==> src/rtl/lm_decoder_pkg.sv <==
// lm_decoder_pkg: shared types and helpers for the load-modulator subcarrier decoder.
//   lm_token_t      - output token {data, eof}
//   lm_state_t      - decoder state {IDLE, BIT, ERR_WAIT}
//   lm_expected_sc  - expected subcarrier level at sample idx within a half bit
package lm_decoder_pkg;

    typedef struct packed {
        logic data;
        logic eof;
    } lm_token_t;

    typedef enum logic [1:0] {
        IDLE,
        BIT,
        ERR_WAIT
    } lm_state_t;

    // Subcarrier is high for the first half of each subcarrier period.
    function automatic logic lm_expected_sc(input int unsigned idx, input int unsigned sc_ticks);
        return (idx % sc_ticks) < (sc_ticks / 2);
    endfunction

endpackage

==> src/rtl/lm_dec_fifo.sv <==
// lm_dec_fifo: synchronous show-ahead token FIFO with async active-low reset.
//   clk, rst_n         - clock, asynchronous active-low reset
//   wr_en, wr_data     - push; ignored when full unless a pop happens the same cycle
//   rd_en, rd_data     - pop; rd_data always shows the head entry
//   full, empty        - occupancy flags
module lm_dec_fifo
    import lm_decoder_pkg::*;
#(
    parameter int DEPTH = 8
) (
    input  logic      clk,
    input  logic      rst_n,
    input  logic      wr_en,
    input  lm_token_t wr_data,
    input  logic      rd_en,
    output lm_token_t rd_data,
    output logic      full,
    output logic      empty
);
    localparam int AW = $clog2(DEPTH);

    lm_token_t     mem_q [DEPTH];
    logic [AW:0]   wr_ptr_q, wr_ptr_d;
    logic [AW:0]   rd_ptr_q, rd_ptr_d;
    logic          wr_ok, rd_ok;

    assign empty   = (wr_ptr_q == rd_ptr_q);
    assign full    = (wr_ptr_q[AW] != rd_ptr_q[AW]) && (wr_ptr_q[AW-1:0] == rd_ptr_q[AW-1:0]);
    assign rd_data = mem_q[rd_ptr_q[AW-1:0]];

    // A push while full is taken only if the head leaves in the same cycle.
    always_comb begin
        rd_ok    = rd_en && !empty;
        wr_ok    = wr_en && (!full || rd_ok);
        wr_ptr_d = wr_ptr_q + {{AW{1'b0}}, wr_ok};
        rd_ptr_d = rd_ptr_q + {{AW{1'b0}}, rd_ok};
    end

    always_ff @(posedge clk or negedge rst_n) begin
        if (!rst_n) begin
            wr_ptr_q <= '0;
            rd_ptr_q <= '0;
            for (int i = 0; i < DEPTH; i++) mem_q[i] <= '0;
        end else begin
            wr_ptr_q <= wr_ptr_d;
            rd_ptr_q <= rd_ptr_d;
            if (wr_ok) mem_q[wr_ptr_q[AW-1:0]] <= wr_data;
        end
    end

endmodule

==> src/rtl/lm_subcarrier_decoder.sv <==
// lm_subcarrier_decoder: in-loop monitor decoding the PICC load-modulator stream
// (Manchester bits, OOK subcarrier). Each bit period is compared sample by sample
// against the P1, P0 and idle patterns; the winner within ERR_TOL mismatches
// becomes a data or end-of-frame token on a valid/ready output.
//   clk, rst_n                    - carrier-rate clock, async active-low reset
//   enable                        - low forces IDLE and clears the bit counters
//   tx_out                        - modulator output being decoded
//   out_valid/out_ready           - token handshake; out_data, out_eof token fields
//   rx_active                     - high while in BIT state
//   err_pattern, err_overflow     - one-cycle error pulses
// Build option: LM_DECODER_FIFO_EN selects a FIFO_DEPTH-entry output FIFO instead
// of a single output register.
module lm_subcarrier_decoder
    import lm_decoder_pkg::*;
#(
    parameter int SC_TICKS    = 16,
    parameter int SC_PER_HALF = 4,
    parameter int ERR_TOL     = 0,
    parameter int FIFO_DEPTH  = 8
) (
    input  logic clk,
    input  logic rst_n,
    input  logic enable,
    input  logic tx_out,
    output logic out_valid,
    input  logic out_ready,
    output logic out_data,
    output logic out_eof,
    output logic rx_active,
    output logic err_pattern,
    output logic err_overflow
);
    localparam int HALF_TICKS = SC_TICKS * SC_PER_HALF;
    localparam int BIT_TICKS  = 2 * HALF_TICKS;
    localparam int CW         = $clog2(BIT_TICKS + 1);
    localparam int IW         = $clog2(BIT_TICKS);

    localparam logic [IW-1:0] HALF_IDX = IW'(HALF_TICKS);
    localparam logic [IW-1:0] LAST_IDX = IW'(BIT_TICKS - 1);
    localparam logic [CW-1:0] TOL      = CW'(ERR_TOL);
    localparam logic [CW-1:0] ZLAST    = CW'(BIT_TICKS - 1);

    generate
        if (SC_TICKS < 2 || (SC_TICKS % 2) != 0 || 2 * ERR_TOL >= HALF_TICKS / 2 ||
            FIFO_DEPTH < 2 || (FIFO_DEPTH & (FIFO_DEPTH - 1)) != 0) begin : g_bad_cfg
            $error("lm_subcarrier_decoder: illegal parameter combination");
        end
    endgenerate

    lm_state_t     state_q, state_d;
    logic [IW-1:0] idx_q, idx_d;
    logic [CW-1:0] mm1_q, mm1_d, mm0_q, mm0_d, mmi_q, mmi_d;
    logic [CW-1:0] mm1_n, mm0_n, mmi_n;
    logic [CW-1:0] zcnt_q, zcnt_d;
    logic          first_q, first_d;
    logic          err_pattern_q, err_overflow_q;

    logic          first_half, sc, e1, e0;
    logic [IW-1:0] half_idx;
    logic          wr_en, pat_err, rd_en, ovf;
    lm_token_t     wr_tok, head_tok;

    // Expected pattern levels for the current sample. Counters include the
    // current sample so the last-sample classification sees the whole bit.
    always_comb begin
        first_half = idx_q < HALF_IDX;
        half_idx   = first_half ? idx_q : idx_q - HALF_IDX;
        sc         = lm_expected_sc(32'(half_idx), SC_TICKS);
        e1         = first_half & sc;
        e0         = !first_half & sc;
        mm1_n      = mm1_q + CW'(tx_out != e1);
        mm0_n      = mm0_q + CW'(tx_out != e0);
        mmi_n      = mmi_q + CW'(tx_out);
    end

    // IDLE always holds idx/counters at zero, so the start sample goes through
    // the same counter path as index 0 of a bit.
    always_comb begin
        state_d = state_q;
        idx_d   = idx_q;
        mm1_d   = mm1_q;
        mm0_d   = mm0_q;
        mmi_d   = mmi_q;
        first_d = first_q;
        zcnt_d  = zcnt_q;
        wr_en   = 1'b0;
        wr_tok  = '0;
        pat_err = 1'b0;
        if (!enable) begin
            state_d = IDLE;
            idx_d   = '0;
            mm1_d   = '0;
            mm0_d   = '0;
            mmi_d   = '0;
            first_d = 1'b0;
            zcnt_d  = '0;
        end else begin
            unique case (state_q)
                IDLE: if (tx_out) begin
                    state_d = BIT;
                    idx_d   = IW'(1);
                    mm1_d   = mm1_n;
                    mm0_d   = mm0_n;
                    mmi_d   = mmi_n;
                    first_d = 1'b1;
                end
                BIT: if (idx_q == LAST_IDX) begin
                    idx_d   = '0;
                    mm1_d   = '0;
                    mm0_d   = '0;
                    mmi_d   = '0;
                    first_d = 1'b0;
                    if (mmi_n <= TOL) begin
                        state_d = IDLE;
                        if (first_q) pat_err = 1'b1;
                        else begin
                            wr_en      = 1'b1;
                            wr_tok.eof = 1'b1;
                        end
                    end else if (mm1_n <= TOL) begin
                        // First P1 is the start-of-communication bit.
                        if (!first_q) begin
                            wr_en       = 1'b1;
                            wr_tok.data = 1'b1;
                        end
                    end else if (mm0_n <= TOL) begin
                        if (first_q) begin
                            pat_err = 1'b1;
                            state_d = ERR_WAIT;
                        end else begin
                            wr_en = 1'b1;
                        end
                    end else begin
                        pat_err = 1'b1;
                        state_d = ERR_WAIT;
                    end
                end else begin
                    idx_d = idx_q + IW'(1);
                    mm1_d = mm1_n;
                    mm0_d = mm0_n;
                    mmi_d = mmi_n;
                end
                ERR_WAIT: begin
                    if (tx_out) zcnt_d = '0;
                    else if (zcnt_q == ZLAST) begin
                        state_d = IDLE;
                        zcnt_d  = '0;
                    end else begin
                        zcnt_d = zcnt_q + CW'(1);
                    end
                end
                default: state_d = IDLE;
            endcase
        end
    end

    always_ff @(posedge clk or negedge rst_n) begin
        if (!rst_n) begin
            state_q        <= IDLE;
            idx_q          <= '0;
            mm1_q          <= '0;
            mm0_q          <= '0;
            mmi_q          <= '0;
            first_q        <= 1'b0;
            zcnt_q         <= '0;
            err_pattern_q  <= 1'b0;
            err_overflow_q <= 1'b0;
        end else begin
            state_q        <= state_d;
            idx_q          <= idx_d;
            mm1_q          <= mm1_d;
            mm0_q          <= mm0_d;
            mmi_q          <= mmi_d;
            first_q        <= first_d;
            zcnt_q         <= zcnt_d;
            err_pattern_q  <= pat_err;
            err_overflow_q <= ovf;
        end
    end

`ifdef LM_DECODER_FIFO_EN
    logic fifo_full, fifo_empty;

    assign rd_en     = !fifo_empty && out_ready;
    assign ovf       = wr_en && fifo_full && !rd_en;
    assign out_valid = !fifo_empty;

    lm_dec_fifo #(.DEPTH(FIFO_DEPTH)) u_fifo (
        .clk     (clk),
        .rst_n   (rst_n),
        .wr_en   (wr_en),
        .wr_data (wr_tok),
        .rd_en   (rd_en),
        .rd_data (head_tok),
        .full    (fifo_full),
        .empty   (fifo_empty)
    );
`else
    logic      valid_q, valid_d;
    lm_token_t tok_q, tok_d;
    logic      accept;

    // A held token that is not being taken blocks the incoming one.
    always_comb begin
        rd_en   = valid_q && out_ready;
        accept  = wr_en && (!valid_q || rd_en);
        ovf     = wr_en && valid_q && !rd_en;
        valid_d = accept ? 1'b1 : (rd_en ? 1'b0 : valid_q);
        tok_d   = accept ? wr_tok : tok_q;
    end

    always_ff @(posedge clk or negedge rst_n) begin
        if (!rst_n) begin
            valid_q <= 1'b0;
            tok_q   <= '0;
        end else begin
            valid_q <= valid_d;
            tok_q   <= tok_d;
        end
    end

    assign out_valid = valid_q;
    assign head_tok  = tok_q;
`endif

    assign out_data     = head_tok.data;
    assign out_eof      = head_tok.eof;
    assign rx_active    = (state_q == BIT);
    assign err_pattern  = err_pattern_q;
    assign err_overflow = err_overflow_q;

endmodule

==> config.mk <==
export PLATFORM = sky130hd
export DESIGN_NAME = lm_subcarrier_decoder
export DESIGN_NICKNAME = d
export VERILOG_FILES = /design/src/rtl/lm_decoder_pkg.sv /design/src/rtl/lm_dec_fifo.sv /design/src/rtl/lm_subcarrier_decoder.sv
export SDC_FILE = /design/constraint.sdc
export NUM_CORES = 1
export LEC_CHECK = 0
export BUFFER_PORTS_ARGS = -buffer_cell sky130_fd_sc_hd__buf_4
export CAP_MARGIN = 20
export CORE_MARGIN = 2
export CORE_UTILIZATION = 65
export CTS_BUF_LIST = sky130_fd_sc_hd__clkbuf_8
export DETAILED_ROUTE_END_ITERATION = 8
export HOLD_SLACK_MARGIN = 0.15
export PLACE_DENSITY = 0.93
export SLEW_MARGIN = 20
export SYNTH_ARGS = -nofsm -noshare
export SYNTH_HDL_FRONTEND = slang
export SYNTH_SLANG_ARGS = --single-unit
==> constraint.sdc <==
create_clock -name clk -period 4.5 [get_ports clk]
set_input_delay 0.9 -clock clk [delete_from_list [all_inputs] [get_ports clk]]
set_output_delay 0.9 -clock clk [all_outputs]
set_load 0.01 [all_outputs]
# After elaboration in Yosys (flattened, before gate mapping)
# Cells that the tools add are included.
[totals]
reg_bits = 47
in_bits = 5
output_inout_bits = 6
word_cells = 109
[classes]
n_addsub = 6
n_lt_le_gt_ge = 5
eq_ne = 14
n_mux = 57
bitwise_logic = 2
reduce_logical = 13
[ops]
columns = ["operator", "count"]
rows = [
  ["$mux 8", 13],
  ["$pmux 8 s2", 3],
  ["$add 8x1->8", 3],
  ["$le 8x1->1 const B", 3],
  ["$mux 2", 12],
  ["$mux 1", 22],
  ["$mux 7", 3],
  ["$pmux 7 s2", 1],
  ["$ne 3x3->1 const B", 3],
  ["$add 8x1->8 const B", 1],
  ["$eq 8x7->1 const B", 1],
  ["$add 7x1->7 const B", 1],
  ["$eq 7x7->1 const B", 1],
  ["$lt 7x7->1 const B", 1],
  ["$pmux 2 s3", 1],
  ["$reduce_and 6->1", 1],
  ["$ne 5x5->1 const B", 1],
  ["$logic_and 1x1->1", 4],
  ["$lt 4x4->1 const B", 1],
  ["$mux 4", 1],
  ["$ne 4x4->1 const B", 1],
  ["$sub 4x1->4 const B", 1],
  ["$logic_not 1->1", 3],
  ["$ne 3x1->1 const B", 1],
  ["other kinds (12)", 14],
]

# Logic depth before layout (Yosys ltp)
[depth]
word_depth = 15
ltp_mapped = 10
ltp_nobuf = 10

# Worst setup path after synthesis
# OpenSTA, ideal clock, no wires.
[synth_path]
kind = "input -> register"
from = "input tx_out"
to = "register state_q[0]"
setup_ns = 0.067
arrival_time_ns = 2.737
required_ns = 4.433
slack_ns = 1.696
stages = 9
path_buffers = 1
cell_sequence = "buf_2 > xor2_1 > ha_1 > nand4_1 > or3_1 > xnor2_1 > nor3_1 > o21bai_2 > a41o_1"
[synth_via]
elab_chain_len = 9
word_cells_on_any_way = 19
cone_classes = "3 x add/sub; 3 x order compare; 6 x eq/ne; 6 x mux; 1 x reduce/logical"
[synth_rtl]
columns = ["item", "line_no", "rtl"]
rows = [
  ["start: declaration", "lm_subcarrier_decoder.sv:24", "input logic tx_out,"],
  ["$ne 1x1->1", "lm_subcarrier_decoder.sv:72", "mm0_n = mm0_q + CW'(tx_out != e0);"],
  ["$add 8x1->8", "lm_subcarrier_decoder.sv:72", ""],
  ["$le 8x1->1", "lm_subcarrier_decoder.sv:126", "end else if (mm0_n <= TOL) begin"],
  ["$mux 2", "lm_subcarrier_decoder.sv:126", ""],
  ["$mux 2", "lm_subcarrier_decoder.sv:120", "end else if (mm1_n <= TOL) begin"],
  ["$mux 2", "lm_subcarrier_decoder.sv:113", "if (mmi_n <= TOL) begin"],
  ["$mux 2", "lm_subcarrier_decoder.sv:107", "BIT: if (idx_q == LAST_IDX) begin"],
  ["$pmux 2 s3", "lm_subcarrier_decoder.sv:98", "unique case (state_q)"],
  ["$mux 2", "lm_subcarrier_decoder.sv:89", "if (!enable) begin"],
  ["end signal: assignment", "lm_subcarrier_decoder.sv:169", "state_q <= state_d;"],
  ["end: declaration", "lm_subcarrier_decoder.sv:50", "lm_state_t state_q, state_d;"],
]
# Several ways; a longest one is shown, not always the timed one. The select of a mux whose other input is x is not followed.
# A chain may end at the register's enable or synchronous reset.

# Worst setup path after layout
[layout_path]
from = "input tx_out"
to = "register err_pattern_q (netlist: err_pattern)"
[layout_via]
elab_chain_len = 9
word_cells_on_any_way = 14
cone_classes = "3 x add/sub; 3 x order compare; 2 x eq/ne; 6 x mux"
[layout_rtl]
columns = ["item", "line_no", "rtl"]
rows = [
  ["$ne 1x1->1", "lm_subcarrier_decoder.sv:72", ""],
  ["$add 8x1->8", "lm_subcarrier_decoder.sv:72", ""],
  ["$le 8x1->1", "lm_subcarrier_decoder.sv:126", ""],
  ["$mux 1", "lm_subcarrier_decoder.sv:126", ""],
  ["$mux 1", "lm_subcarrier_decoder.sv:120", ""],
  ["$mux 1 *", "lm_subcarrier_decoder.sv:113", ""],
  ["$mux 1 *", "lm_subcarrier_decoder.sv:107", ""],
  ["$mux 1 *", "lm_subcarrier_decoder.sv:98", ""],
  ["$mux 1 *", "lm_subcarrier_decoder.sv:89", ""],
  ["net pat_err", "lm_subcarrier_decoder.sv:60", "logic wr_en, pat_err, rd_en, ovf;"],
  ["end signal: assignment", "lm_subcarrier_decoder.sv:176", "err_pattern_q <= pat_err;"],
  ["end: declaration", "lm_subcarrier_decoder.sv:56", "logic err_pattern_q, err_overflow_q;"],
]
# Mark *: on every way through the listed nets, which the timed path passes. The rest lies on a longest branch.

==> impl_metrics.ini <==
[yosys]
synth_flop_cell = dfrtp_1
ys_types = 52
synth-edff-count = 0
ys_warn_count = 0
ys_ff_latch = 47
syn_area_per_cell_um2 = 8.91
synth_seq_area_share_pct = 42.3
synth_area_um2 = 2780
synth_fp_nets = 325
syn_inst = 312
synthArstFlopShare_pct = 100

[detailed_routing]
wl_um = 5860
vias_per_cell = 6.50
antenna_left = 0
drc = 0
routedWlPerCell_um = 16.0
vias = 2386
drtPass1Iterations = 4
drt_iter0_drc = 225

[status]
status = finished clean

[clock_tree]
clkTransAtPathRegs_ns = 0.10
cts_hold_buffers = 0
cts_buffers = 5
clock_tree.buffer_depth = 2
cts_tree = yes
clock_latency_ns = 0.31
cts-root-buf = clkbuf_8
clock-sinks = 47
htreeDepth = 2
post_cts_buffers = 0
cts_resized = 0

[worst_setup_path]
r2r_end = state_q[0]
worstPathArrival_ns = 2.98
worst-path-max-fanout = 11
reg2reg_from = idx_q[3]
end_kind = flip-flop
r2r_cells = 10
crit_start = tx_out
reg2reg_slack_ns = 1.93
critical_path_class = input port to flip-flop
crit_path_start_kind = input port
required_ns = 4.71

[placement]
io_buffers = 10
hpwlAfterDp_um = 3850
gp_congestion = 0.871
pre_cts_slack_ns = 1.41

[timing]
hold_viol_final = 0
setup_slack_ns = 1.73
slew_headroom_pct = 42.5
setup_viol = 0
fmax_mhz = 362
fin_crit_sh_pct = 61.5
fin_worst_skew_ns = 0.0125
rsz0062_at_grt = no
tightest_slew_ns = 0.860
min_period_ns = 2.77
tns_ns = 0
maxSlewViolCount = 0

[final_layout]
finalNetCount = 329
layout-drive-gt1-share_pct = 9.78
multi_input_area_um2 = 1510
seq_area_um2 = 1180
nFillCells = 292
diodes = 0
synthToLayoutAreaGrowth_pct = 7.11

[die]
core_area_um2 = 4060
ios = 11
die_y_um = 69.4
dieArea_um2 = 4820
start_util_pct = 68.5
row_count = 23
die_w_um = 69.4

[global_route]
grt_pass1_wl_um = 10400
grt_max_degree = 48
antenna_found_initial = 0
gr-total-overflow = 0
grt_usage_pct = 26.3
grt_pass1_vias = 2303

[pwr]
power_density_nw_per_um2 = 301
p_leak_nw = 1.32
ir_drop_mv = 0.153

[hold_path]
hold_path_depth = 1
hold_start = idx_q[2]
hold_class = flip-flop to flip-flop
hold_path_end = idx_q[2]

[flow_run]
cap_violations = 0
-- report_power, final --
group | internal, W | switching, W | total (W)
Sequential | 0.000434 | 0.0000145 | 0.000448
Combinational | 0.0000461 | 0.0000772 | 0.000123
Clock | 0.000169 | 0.000158 | 0.000326
-- flip-flops by register name (all words and copies together), names as in the netlist, 2 cells and up --
register / cells
mm0_q: 8
mm1_q: 8
mmi_q: 8
zcnt_q: 8
idx_q: 7
state_q: 2
-- cell usage after synthesis (5+ instances only) --
cell / instances / share of area (%)
nand4_1: 5 / 1.1
buf_2: 8 / 1.4
o22ai_1: 5 / 1.1
clkbuf_1: 5 / 0.67
nand2b_1: 10 / 2.2
a22o_1: 8 / 2.5
ha_1: 8 / 3.6
dfrtp_1: 47 / 42
inv_1: 7 / 0.94
a21oi_1: 15 / 2.7
xnor2_1: 6 / 1.9
o31ai_1: 8 / 2.2
nor4_1: 6 / 1.3
and3_1: 8 / 1.8
nor2_1: 12 / 1.6
nor3_1: 8 / 1.4
nand2_1: 46 / 6.2
nand3_1: 14 / 2.5
o21ai_0: 34 / 6.1
a21o_1: 5 / 1.3
-- worst max path at each step --
stage	end	slack [ns]	cells after the start
floorplan	state_q[0]	1.70	9
CTS	err_pattern	1.75	9
detailed placement	err_pattern	1.41	9
global route	err_pattern	1.58	9
global placement	err_pattern	1.51	9
finish	err_pattern	1.73	9
-- critical path: stages --
cell       delay, ns
buf_4           0.16
ha_1            0.25
ha_1            0.27
or3_4           0.42
a2111oi_4       0.37
o221ai_2        0.23
o21ai_2         0.13
nand2b_1        0.07
and3_1          0.17
-- cell families (layout without fill, tap and decap cells) --
family,after synthesis,count (layout),synth area share (%)
xor+xnor,8,8,2.52
flops,47,47,42.3
compound gates,95,95,23.0
fa+ha+maj,8,8,3.60
simple gates,130,130,24.5
buf+inv,22,27,3.37
mux,2,2,0.720
-- through the flow --
step / area [um2] / hold WS [ns] / util [%] / instances / power, W
5_1_grt: 2980 / 0.547 / 73.4 / 367 / 0.000936
4_1_cts: 2980 / 0.512 / 73.4 / 367 / 0.000903
3_5_place_dp: 2860 / 0.498 / 70.6 / 359 / 0.000578
3_3_place_gp: 2860 / 0.494 / 70.6 / 359 / 0.000571
6_report: 2980 / 0.517 / 73.4 / 367 / 0.000898
2_1_floorplan: 2780 / 0.463 / - / 312 / 0.000540
-- per-layer routing --
metal | track usage [%] | part of all wire (%)
met1 | 36.7 | 45
met2 | 39.9 | 47
met3 | 4.80 | 5.6
met4 | 12.2 | 2.7
met5 | 0 | 0
-- final cells by class --
| class | instances | share of cell area (%) |
|---|---|---|
| inverter | 8 | 1.01 |
| multi-input combinational | 243 | 50.7 |
| clock inverter | 3 | 1.60 |
| timing repair buffer | 11 | 2.77 |
| sequential | 47 | 39.5 |
| tap | 50 | 2.10 |
| clock buffer | 5 | 2.31 |
-- layout by cell type, fill, tap and decap left out, drive strengths merged, types with 4 or more instances in the layout --
| cell type | synthesis | layout |
|---|---|---|
| a21o | 5 | 5 |
| clkbuf | 6 | 5 |
| nand2 | 46 | 46 |
| nand3 | 15 | 15 |
| a21oi | 15 | 15 |
| nor4 | 7 | 7 |
| nand4 | 6 | 6 |
| nor2 | 12 | 12 |
| nand2b | 10 | 10 |
| o22ai | 5 | 5 |
| ha | 8 | 8 |
| dfrtp | 47 | 47 |
| and2 | 4 | 4 |
| xnor2 | 6 | 6 |
| o21ai | 37 | 37 |
| inv | 8 | 9 |
| a22o | 8 | 8 |
| or3 | 5 | 5 |
| and3 | 9 | 9 |
| o31ai | 8 | 8 |
| nor3 | 8 | 8 |
| buf | 8 | 11 |
Note: power is estimated with default switching activity, not from simulation.
